`src/rtl/ord_dispatcher.sv`:
```
// Request fork for the reorder buffer: one holding entry feeds the slave request
// channel and the order channel, gated by per-ID beat credits.
module ord_dispatcher #(
   parameter int ORD_DEPTH = 4,
   parameter int ID_W      = $clog2(ORD_DEPTH),
   parameter int LEN_W     = 16,
   parameter int BUF_DEPTH = 16,
   parameter int CRD_W     = $clog2(BUF_DEPTH + 1)
) (
   input  logic                       clk,
   input  logic                       rst,
   input  logic [ID_W-1:0]            req_id,
   input  logic [LEN_W-1:0]           req_len,
   input  logic                       req_vld,
   output logic                       req_rdy,
   output logic [ID_W-1:0]            m_id,
   output logic [LEN_W-1:0]           m_len,
   output logic                       m_vld,
   input  logic                       m_rdy,
   output logic [ID_W-1:0]            ord_id,
   output logic [LEN_W-1:0]           ord_len,
   output logic                       ord_vld,
   input  logic                       ord_rdy,
   input  logic [ID_W-1:0]            ret_id,
   input  logic                       ret_vld,
   output logic                       err_len,
   output logic [ORD_DEPTH*CRD_W-1:0] crd_o
);

   localparam logic [LEN_W:0]   BUF_LIM  = (LEN_W + 1)'(BUF_DEPTH);
   localparam logic [CRD_W-1:0] CRD_INIT = CRD_W'(BUF_DEPTH);

   logic [ID_W-1:0]  hold_id_reg;
   logic [LEN_W-1:0] hold_len_reg;
   logic             hold_vld_reg;
   logic             m_done_reg;
   logic             o_done_reg;
   logic             err_len_reg;
   logic [CRD_W-1:0] crd_reg  [ORD_DEPTH];
   logic [CRD_W-1:0] crd_next [ORD_DEPTH];

   logic             m_hsk;
   logic             o_hsk;
   logic             fire;
   logic [LEN_W:0]   need;
   logic [CRD_W-1:0] crd_sel;
   logic             ok;
   logic             oversize;
   logic             accept;
   logic             accept_norm;

   assign m_vld   = hold_vld_reg & ~m_done_reg;
   assign ord_vld = hold_vld_reg & ~o_done_reg;
   assign m_id    = hold_id_reg;
   assign m_len   = hold_len_reg;
   assign ord_id  = hold_id_reg;
   assign ord_len = hold_len_reg;
   assign err_len = err_len_reg;

   assign m_hsk = m_vld & m_rdy;
   assign o_hsk = ord_vld & ord_rdy;
   assign fire  = hold_vld_reg & (m_done_reg | m_hsk) & (o_done_reg | o_hsk);

   // need is one bit wider than len so that len = all-ones cannot wrap to zero
   assign need     = {1'b0, req_len} + (LEN_W + 1)'(1);
   assign crd_sel  = crd_reg[req_id];
   assign ok       = (LEN_W + 1)'(crd_sel) >= need;
   assign oversize = need > BUF_LIM;

   assign req_rdy     = (~hold_vld_reg | fire) & (ok | oversize);
   assign accept      = req_vld & req_rdy;
   assign accept_norm = accept & ~oversize;

   generate
      for (genvar gi = 0; gi < ORD_DEPTH; gi++) begin : g_crd
         logic           ret_hit;
         logic [LEN_W:0] ded;
         logic [LEN_W:0] sum;

         assign ret_hit = ret_vld && (ret_id == ID_W'(gi));
         assign ded     = (accept_norm && (req_id == ID_W'(gi))) ? need : '0;
         // ded never exceeds the registered credit, so sum cannot underflow
         assign sum     = (LEN_W + 1)'(crd_reg[gi]) + (LEN_W + 1)'(ret_hit) - ded;
         assign crd_next[gi] = (sum > BUF_LIM) ? CRD_INIT : sum[CRD_W-1:0];
         assign crd_o[(gi+1)*CRD_W-1 -: CRD_W] = crd_reg[gi];
      end
   endgenerate

   always_ff @(posedge clk or posedge rst) begin
      if (rst) begin
         for (int i = 0; i < ORD_DEPTH; i++) begin
            crd_reg[i] <= CRD_INIT;
         end
      end else begin
         for (int i = 0; i < ORD_DEPTH; i++) begin
            crd_reg[i] <= crd_next[i];
         end
      end
   end

   always_ff @(posedge clk or posedge rst) begin
      if (rst) begin
         hold_id_reg  <= '0;
         hold_len_reg <= '0;
         hold_vld_reg <= 1'b0;
         m_done_reg   <= 1'b0;
         o_done_reg   <= 1'b0;
         err_len_reg  <= 1'b0;
      end else begin
         err_len_reg <= accept & oversize;
         // a new load may coincide with the fire of the previous entry
         if (accept_norm) begin
            hold_id_reg  <= req_id;
            hold_len_reg <= req_len;
            hold_vld_reg <= 1'b1;
            m_done_reg   <= 1'b0;
            o_done_reg   <= 1'b0;
         end else if (fire) begin
            hold_vld_reg <= 1'b0;
            m_done_reg   <= 1'b0;
            o_done_reg   <= 1'b0;
         end else begin
            if (m_hsk) m_done_reg <= 1'b1;
            if (o_hsk) o_done_reg <= 1'b1;
         end
      end
   end

endmodule

```
`config.mk`:
```
export PLATFORM = sky130hd
export DESIGN_NAME = ord_dispatcher
export DESIGN_NICKNAME = d
export VERILOG_FILES = /design/src/rtl/ord_dispatcher.sv
export SDC_FILE = /design/constraint.sdc
export NUM_CORES = 1
export LEC_CHECK = 0
export ABC_AREA = 1
export BUFFER_PORTS_ARGS = -buffer_cell sky130_fd_sc_hd__buf_4
export CAP_MARGIN = 20
export CORE_AREA = 2 2 102 75
export CTS_CLUSTER_SIZE = 24
export DETAILED_ROUTE_END_ITERATION = 10
export DIE_AREA = 0 0 104 77
export MAX_ROUTING_LAYER = met4
export PLACE_DENSITY_LB_ADDON = 0.3
export SLEW_MARGIN = 0
export SYNTH_ARGS = -nofsm -noshare
export SYNTH_HDL_FRONTEND = slang
export SYNTH_SLANG_ARGS = --single-unit
```
`constraint.sdc`:
```
create_clock -name clk -period 4.15 [get_ports clk]
set_clock_uncertainty 0.1 [all_clocks]
set_input_delay 0.83 -clock clk [delete_from_list [all_inputs] [get_ports clk]]
set_output_delay 0.83 -clock clk [all_outputs]
set_load 0.03 [all_outputs]
```
==> results.py, run 1 <==
metrics = {
    "run_status": {
        "violations": "negative setup slack",
        "status": "finished with violations",
    },
    "flow_run": {
        "cap_violations": 0,
    },
    "floorplanning": {
        "core-area_um2": 7030,
        "io_pins": 86,
        "num_rows": 26,
        "die_w_um": 104,
        "start_util_pct": 53.4,
        "die_y_um": 77,
        "die-area_um2": 8010,
    },
    "drt": {
        "drt_drc_violations_left": 0,
        "drt_pre_antenna_iters": 5,
        "highest-signal-layer": "met4",
        "wl_met3_um": 815,
        "via_count": 4104,
        "wl_per_cell_um": 16.2,
        "wl_um": 12400,
        "met1_length_um": 5410,
        "initialDrtViolationCount": 360,
        "detail-route-antenna-nets": 0,
        "wl_met2_um": 5860,
        "vias_per_cell": 5.36,
    },
    "logic_synthesis": {
        "ys_seq_elements": 42,
        "synth-main-ff-cell": "dfrtp_1",
        "ys.warnings.count": 0,
        "synth.distinct_cells": 36,
        "avgSynthCellArea_um2": 7.26,
        "yosysSeqAreaShare_pct": 28.1,
        "synth_edf_count": 0,
        "syn-cell-area_um2": 3750,
        "netlist_instances": 517,
        "async_flop_share_pct": 100,
    },
    "timing": {
        "finalCritPeriodShare_pct": 108,
        "hold_viol_final": 0,
        "timing.final.ws_setup_ns": -0.352,
        "setup_violations": 21,
        "timing.fmax_ghz": 0.222,
        "grt_setup_unrepaired": "yes",
        "slew_headroom_pct": 43.3,
        "slew_viol_final": 0,
        "fin_crit_ns": 4.50,
        "tightestPinTransition_ns": 0.850,
        "worst_hold_slack_ns": 0.395,
    },
    "pwr": {
        "p_sw_mw": 0.339,
        "p_comb_share_pct": 30.6,
        "pwr-share-clk_pct": 25.9,
        "p_sw_share_pct": 33.6,
        "p_seq_share_pct": 43.5,
        "internal_power_mw": 0.671,
        "peakVddDrop_mv": 0.125,
        "power_density_nw_per_um2": 172,
        "p_leak_nw": 2.95,
    },
    "setup_path": {
        "worstSetupPathType": "primary input to register",
        "r2r-end": "crd_o[10]$_DFF_PP0_",
        "worstPathArrival_ns": 4.63,
        "cp-end-kind": "register",
        "slowest_delay_ns": 0.34,
        "cp-startpoint": "req_id[0]",
        "setup.worst_path.end": "crd_o[10]$_DFF_PP0_",
        "r2r_start": "crd_o[17]$_DFF_PP0_",
        "crit_fanout": 8,
        "rr_worst_depth": 27,
        "r2r_slack_ns": -0.14,
        "startpoint_type": "primary input",
        "cp_slowest_cell": "ha_1",
        "required_ns": 4.28,
    },
    "global_route": {
        "grt_pass1_vias": 3835,
        "grt_max_degree": 27,
        "grt_antenna_before_repair": 0,
        "grt_pass1_wl_um": 18100,
        "globalRouteOverflowTotal": 0,
        "gr-usage-all-layers_pct": 28.6,
    },
    "layout": {
        "largest_register_ffs": 20,
        "syn_to_final_growth_pct": 56.6,
        "multi_input_area_um2": 2990,
        "nNetsFinal": 748,
        "fin_cells": 766,
        "drive_gt1_share_pct": 44.8,
        "postLayoutCoreUtil_pct": 83.6,
        "seqCellArea_um2": 1060,
        "finish.instance_area_um2": 5870,
        "n_antenna_cell": 0,
        "fillers": 409,
    },
    "clock_tree": {
        "h-tree-depth": 2,
        "clkLatencyLatePin_ns": 0.29,
        "cts_tree": "built",
        "clock-sinks": 42,
        "clk_path_buf_depth": 2,
        "cts-buffers-inserted": 5,
        "clockRootBuffer": "clkbuf_8",
        "path_clk_slew_ns": 0.08,
    },
    "placed_design": {
        "port_buffers": 85,
        "hpwl_um": 8670,
        "dp_slack_ns": -0.727,
        "placed_area_um2": 5130,
        "dp_cells": 739,
        "gp_congestion": 0.908,
    },
    "min_path": {
        "hold_path_class": "register to register",
    },
}
==> worst max-delay path: cells and delay by family <==
| kind | cells | cell delay (ns) |
|---|---|---|
| XOR/XNOR | 1 | 0.08 |
| buffers and inverters | 4 | 0.52 |
| AND/OR/NAND/NOR | 16 | 1.66 |
| AO/OA/AOI/OAI | 5 | 0.67 |
| adder cells (fa/ha/maj) | 3 | 0.84 |
==> layout by cell type, fill, tap and decap left out, drive strengths merged, types with 6 or more instances in the layout <==
| cell | Yosys | layout |
|---|---|---|
| nand2 | 124 | 124 |
| dfrtp | 38 | 38 |
| a21oi | 23 | 23 |
| buf | 21 | 163 |
| o21ai | 21 | 21 |
| nand3 | 38 | 38 |
| nor2 | 64 | 64 |
| inv | 83 | 82 |
| xor2 | 11 | 11 |
| clkbuf | 2 | 6 |
| ha | 51 | 51 |
==> power by group through the flow <==
stage / combinational (mW) / sequential [mW] / clock (mW)
after floorplan: 0.137 / 0.450 / 0
after global placement: 0.242 / 0.445 / 0
after detailed placement: 0.252 / 0.447 / 0
after CTS: 0.269 / 0.439 / 0.264
after global routing: 0.334 / 0.441 / 0.281
final: 0.309 / 0.439 / 0.262
==> metrics by stage <==
stage / TNS [ns] / power (mW)
after detailed placement: -11.31 / 0.699
after global routing: -9.86 / 1.06
final: -5.69 / 1.01
after global placement: -5.79 / 0.687
after floorplan: -0.142 / 0.587
after CTS: -1.78 / 0.972
==> layout make-up <==
cell class / instances / area share, %
Clock buffer: 6 / 1.24
Clock inverter: 2 / 0.234
Inverter: 83 / 5.50
Multi-Input combinational cell: 372 / 50.9
Sequential cell: 42 / 18.0
Tap cell: 98 / 2.09
Timing Repair Buffer: 163 / 22.0
==> worst min path at each step <==
stage,to,slack [ns],startpoint,cells past startpoint
2_1_floorplan,o_done_reg$_DFFE_PP0P_,0.39,o_done_reg$_DFFE_PP0P_,2
3_3_place_gp,m_len[6]$_DFFE_PP0P_,0.37,m_len[6]$_DFFE_PP0P_,2
3_5_place_dp,m_len[5]$_DFFE_PP0P_,0.38,m_len[5]$_DFFE_PP0P_,2
4_1_cts,m_len[5]$_DFFE_PP0P_,0.40,m_len[5]$_DFFE_PP0P_,2
5_1_grt,m_len[12]$_DFFE_PP0P_,0.44,m_len[12]$_DFFE_PP0P_,2
6_report,m_len[9]$_DFFE_PP0P_,0.40,m_len[9]$_DFFE_PP0P_,2
==> metal layers <==
layer	up-vias	global-route usage, %
met3	42	5.36
li1	1934	-
met2	203	47.7
met1	1925	36.8
met4	0	5.41
met5	-	-
==> cells by family (layout without fill, tap and decap cells) <==
family	Yosys count	count (layout)	synth area share, %
adder cells (fa/ha/maj)	55	55	19.1
flip-flops	42	42	28.1
AO/OA/AOI/OAI	56	56	8.17
AND/OR/NAND/NOR	241	241	28.0
XOR/XNOR	16	16	3.73
other	1	4	0.0999
buffers and inverters	106	254	12.7
==> repair_timing <==
item	CTS	global route
pin swaps	22	39
resized for setup	45	71
setup buffers	15	8
cloned	0	0
hold buffers	0	0
setup endpoints to repair	20	21
==> Yosys cell counts, types with 2 or more instances <==
library cell / number / area (µm²)
nor2_1: 55 / 206
a22oi_1: 3 / 22.5
nand3_1: 38 / 190
xor2_1: 11 / 96.3
xnor2_1: 5 / 43.8
o22ai_1: 2 / 12.5
nand2_1: 122 / 458
dfrtp_1: 38 / 951
dfstp_2: 4 / 105
o21ai_0: 16 / 80.1
o211ai_1: 2 / 15.0
clkbuf_1: 2 / 7.51
nor4_1: 2 / 12.5
nor2_2: 4 / 25.0
a31oi_1: 2 / 12.5
buf_2: 2 / 10.0
nand4_1: 4 / 25.0
buf_4: 18 / 135
nand2_2: 2 / 12.5
inv_1: 81 / 304
fa_1: 4 / 80.1
a21oi_1: 23 / 115
inv_2: 2 / 7.51
o21ai_1: 5 / 25.0
nor2_4: 5 / 56.3
nor3_1: 5 / 25.0
ha_1: 51 / 638
Power figures use the tool's default switching activity.
==> run 2, diff against run 1 <==
--- a/config.mk
+++ b/config.mk
@@ -14,6 +14,7 @@
 export DIE_AREA = 0 0 104 77
 export MAX_ROUTING_LAYER = met4
 export PLACE_DENSITY_LB_ADDON = 0.3
+export RECOVER_POWER = 50
 export SLEW_MARGIN = 0
 export SYNTH_ARGS = -nofsm -noshare
 export SYNTH_HDL_FRONTEND = slang
==> results.py, run 2 (synthesis results as in run 1) <==
metrics = {
    "run_status": {
        "status": "finished with violations",
        "violations": "negative setup slack",
    },
    "clock_tree": {
        "clock-sinks": 42,
        "h-tree-depth": 2,
        "path_clk_slew_ns": 0.08,
        "clkLatencyLatePin_ns": 0.29,
        "cts_tree": "built",
        "cts-buffers-inserted": 5,
        "clockRootBuffer": "clkbuf_8",
        "clk_path_buf_depth": 2,
    },
    "placed_design": {
        "port_buffers": 85,
        "dp_cells": 739,
        "dp_slack_ns": -0.727,
        "hpwl_um": 8670,
        "gp_congestion": 0.908,
    },
    "drt": {
        "drt_drc_violations_left": 0,
        "wl_per_cell_um": 16.3,
        "detail-route-antenna-nets": 0,
        "drt_pre_antenna_iters": 5,
        "initialDrtViolationCount": 298,
        "vias_per_cell": 5.38,
        "wl_um": 12500,
        "via_count": 4118,
    },
    "timing": {
        "slew_headroom_pct": 31.0,
        "timing.fmax_ghz": 0.222,
        "tightestPinTransition_ns": 1.03,
        "finalCritPeriodShare_pct": 108,
        "setup_violations": 21,
        "setup-tns-final_ns": -5.64,
        "slew_viol_final": 0,
        "worst_hold_slack_ns": 0.393,
        "hold_viol_final": 0,
        "timing.final.ws_setup_ns": -0.345,
        "grt_setup_unrepaired": "yes",
        "fin_crit_ns": 4.50,
    },
    "layout": {
        "layout_common_cells": "buf_4 (127), nand2_1 (104), inv_1 (73)",
        "drive_gt1_share_pct": 41.3,
        "fin_cells": 766,
        "seqCellArea_um2": 1060,
        "multi_input_area_um2": 2990,
        "syn_to_final_growth_pct": 54.3,
        "fillers": 435,
        "layout_commonest_cell": "buf_4",
        "largest_register_ffs": 20,
        "nNetsFinal": 748,
        "n_antenna_cell": 0,
    },
    "setup_path": {
        "crit_fanout": 8,
        "r2r-end": "crd_o[10]$_DFF_PP0_",
        "worstPathArrival_ns": 4.62,
        "cp_slowest_cell": "ha_1",
        "rr_worst_depth": 27,
        "cp-end-kind": "register",
        "slowest_delay_ns": 0.34,
        "worstSetupPathType": "primary input to register",
        "r2r_slack_ns": -0.14,
        "required_ns": 4.28,
        "r2r_start": "crd_o[17]$_DFF_PP0_",
        "startpoint_type": "primary input",
    },
    "floorplanning": {
        "die_w_um": 104,
        "die_y_um": 77,
        "io_pins": 86,
        "start_util_pct": 53.4,
        "core-area_um2": 7030,
        "die-area_um2": 8010,
        "num_rows": 26,
    },
    "pwr": {
        "power_density_nw_per_um2": 174,
        "p_leak_nw": 2.85,
        "peakVddDrop_mv": 0.126,
    },
    "flow_run": {
        "cap_violations": 0,
    },
    "global_route": {
        "grt_pass1_wl_um": 18100,
        "gr-usage-all-layers_pct": 28.6,
        "grt_antenna_before_repair": 0,
        "grt_pass1_vias": 3835,
        "grt_max_degree": 27,
        "globalRouteOverflowTotal": 0,
    },
    "min_path": {
        "hold_path_class": "register to register",
        "whs_path_depth": 2,
        "min_to": "m_len[5]$_DFFE_PP0P_",
        "hp-start": "m_len[5]$_DFFE_PP0P_",
    },
}
## run 2: changes by cell type in the layout (fill, tap and decap cells not counted)
cell,before,now
buf_4,151,127
clkbuf_1,1,24
clkbuf_4,0,1
## run 2: metrics by stage
stage	util, %	total power, mW	cell area (µm²)
5_1_grt	82.4	1.05	5790
3_3_place_gp	73.0	0.687	5130
4_1_cts	78.1	0.972	5490
6_report	82.4	1.01	5790
2_1_floorplan	-	0.587	4100
3_5_place_dp	73.0	0.699	5130
## run 2: where the power goes
part | switching, mW | total (mW) | internal, mW | leakage (nW)
combinational | 0.183 | 0.307 | 0.123 | 2.24
sequential | 0.0122 | 0.439 | 0.427 | 0.565
clock | 0.144 | 0.263 | 0.119 | 0.0452
## run 2: per-layer routing
| metal | GRT usage [%] | part of all wire (%) | up-vias |
|---|---|---|---|
| li1 | - | - | 1935 |
| met1 | 36.8 | 43 | 1943 |
| met2 | 47.7 | 47 | 203 |
| met3 | 5.36 | 6.8 | 37 |
| met4 | 5.41 | 2.6 | 0 |
| met5 | - | 0 | - |
## run 2: how the worst max path moves through the flow
stage | start | endpoint | slack, ns | cells after the start
finish | req_id[0] | crd_o[10]$_DFF_PP0_ | -0.35 | 29
global placement | req_id[1] | crd_o[2]$_DFF_PP0_ | -0.38 | 28
CTS | req_id[0] | crd_o[5]$_DFF_PP0_ | -0.15 | 29
floorplan | req_len[0] | crd_o[18]$_DFF_PP0_ | -0.07 | 24
detailed placement | req_id[1] | crd_o[2]$_DFF_PP0_ | -0.73 | 28
global route | req_id[0] | crd_o[2]$_DFF_PP0_ | -0.59 | 28
## run 2: cell type report
class	instances	share of cell area, %
Inverter	83	5.58
Multi-Input combinational cell	372	51.7
Sequential cell	42	18.2
Timing Repair Buffer	163	20.9
Tap cell	98	2.12
Clock inverter	2	0.238
Clock buffer	6	1.25
## run 2: repair_timing
item	in CTS	in global routing
gates resized for setup	45	71
setup buffers	15	8
pin swaps	22	39
hold buffers	0	0
endpoints found under the setup margin	20	21
## run 2: critical path, delay by kind of cell
family | cells | cell delay [ns]
fa+ha+maj | 3 | 0.84
xor+xnor | 1 | 0.08
buf+inv | 4 | 0.53
simple gates | 16 | 1.66
compound gates | 5 | 0.67
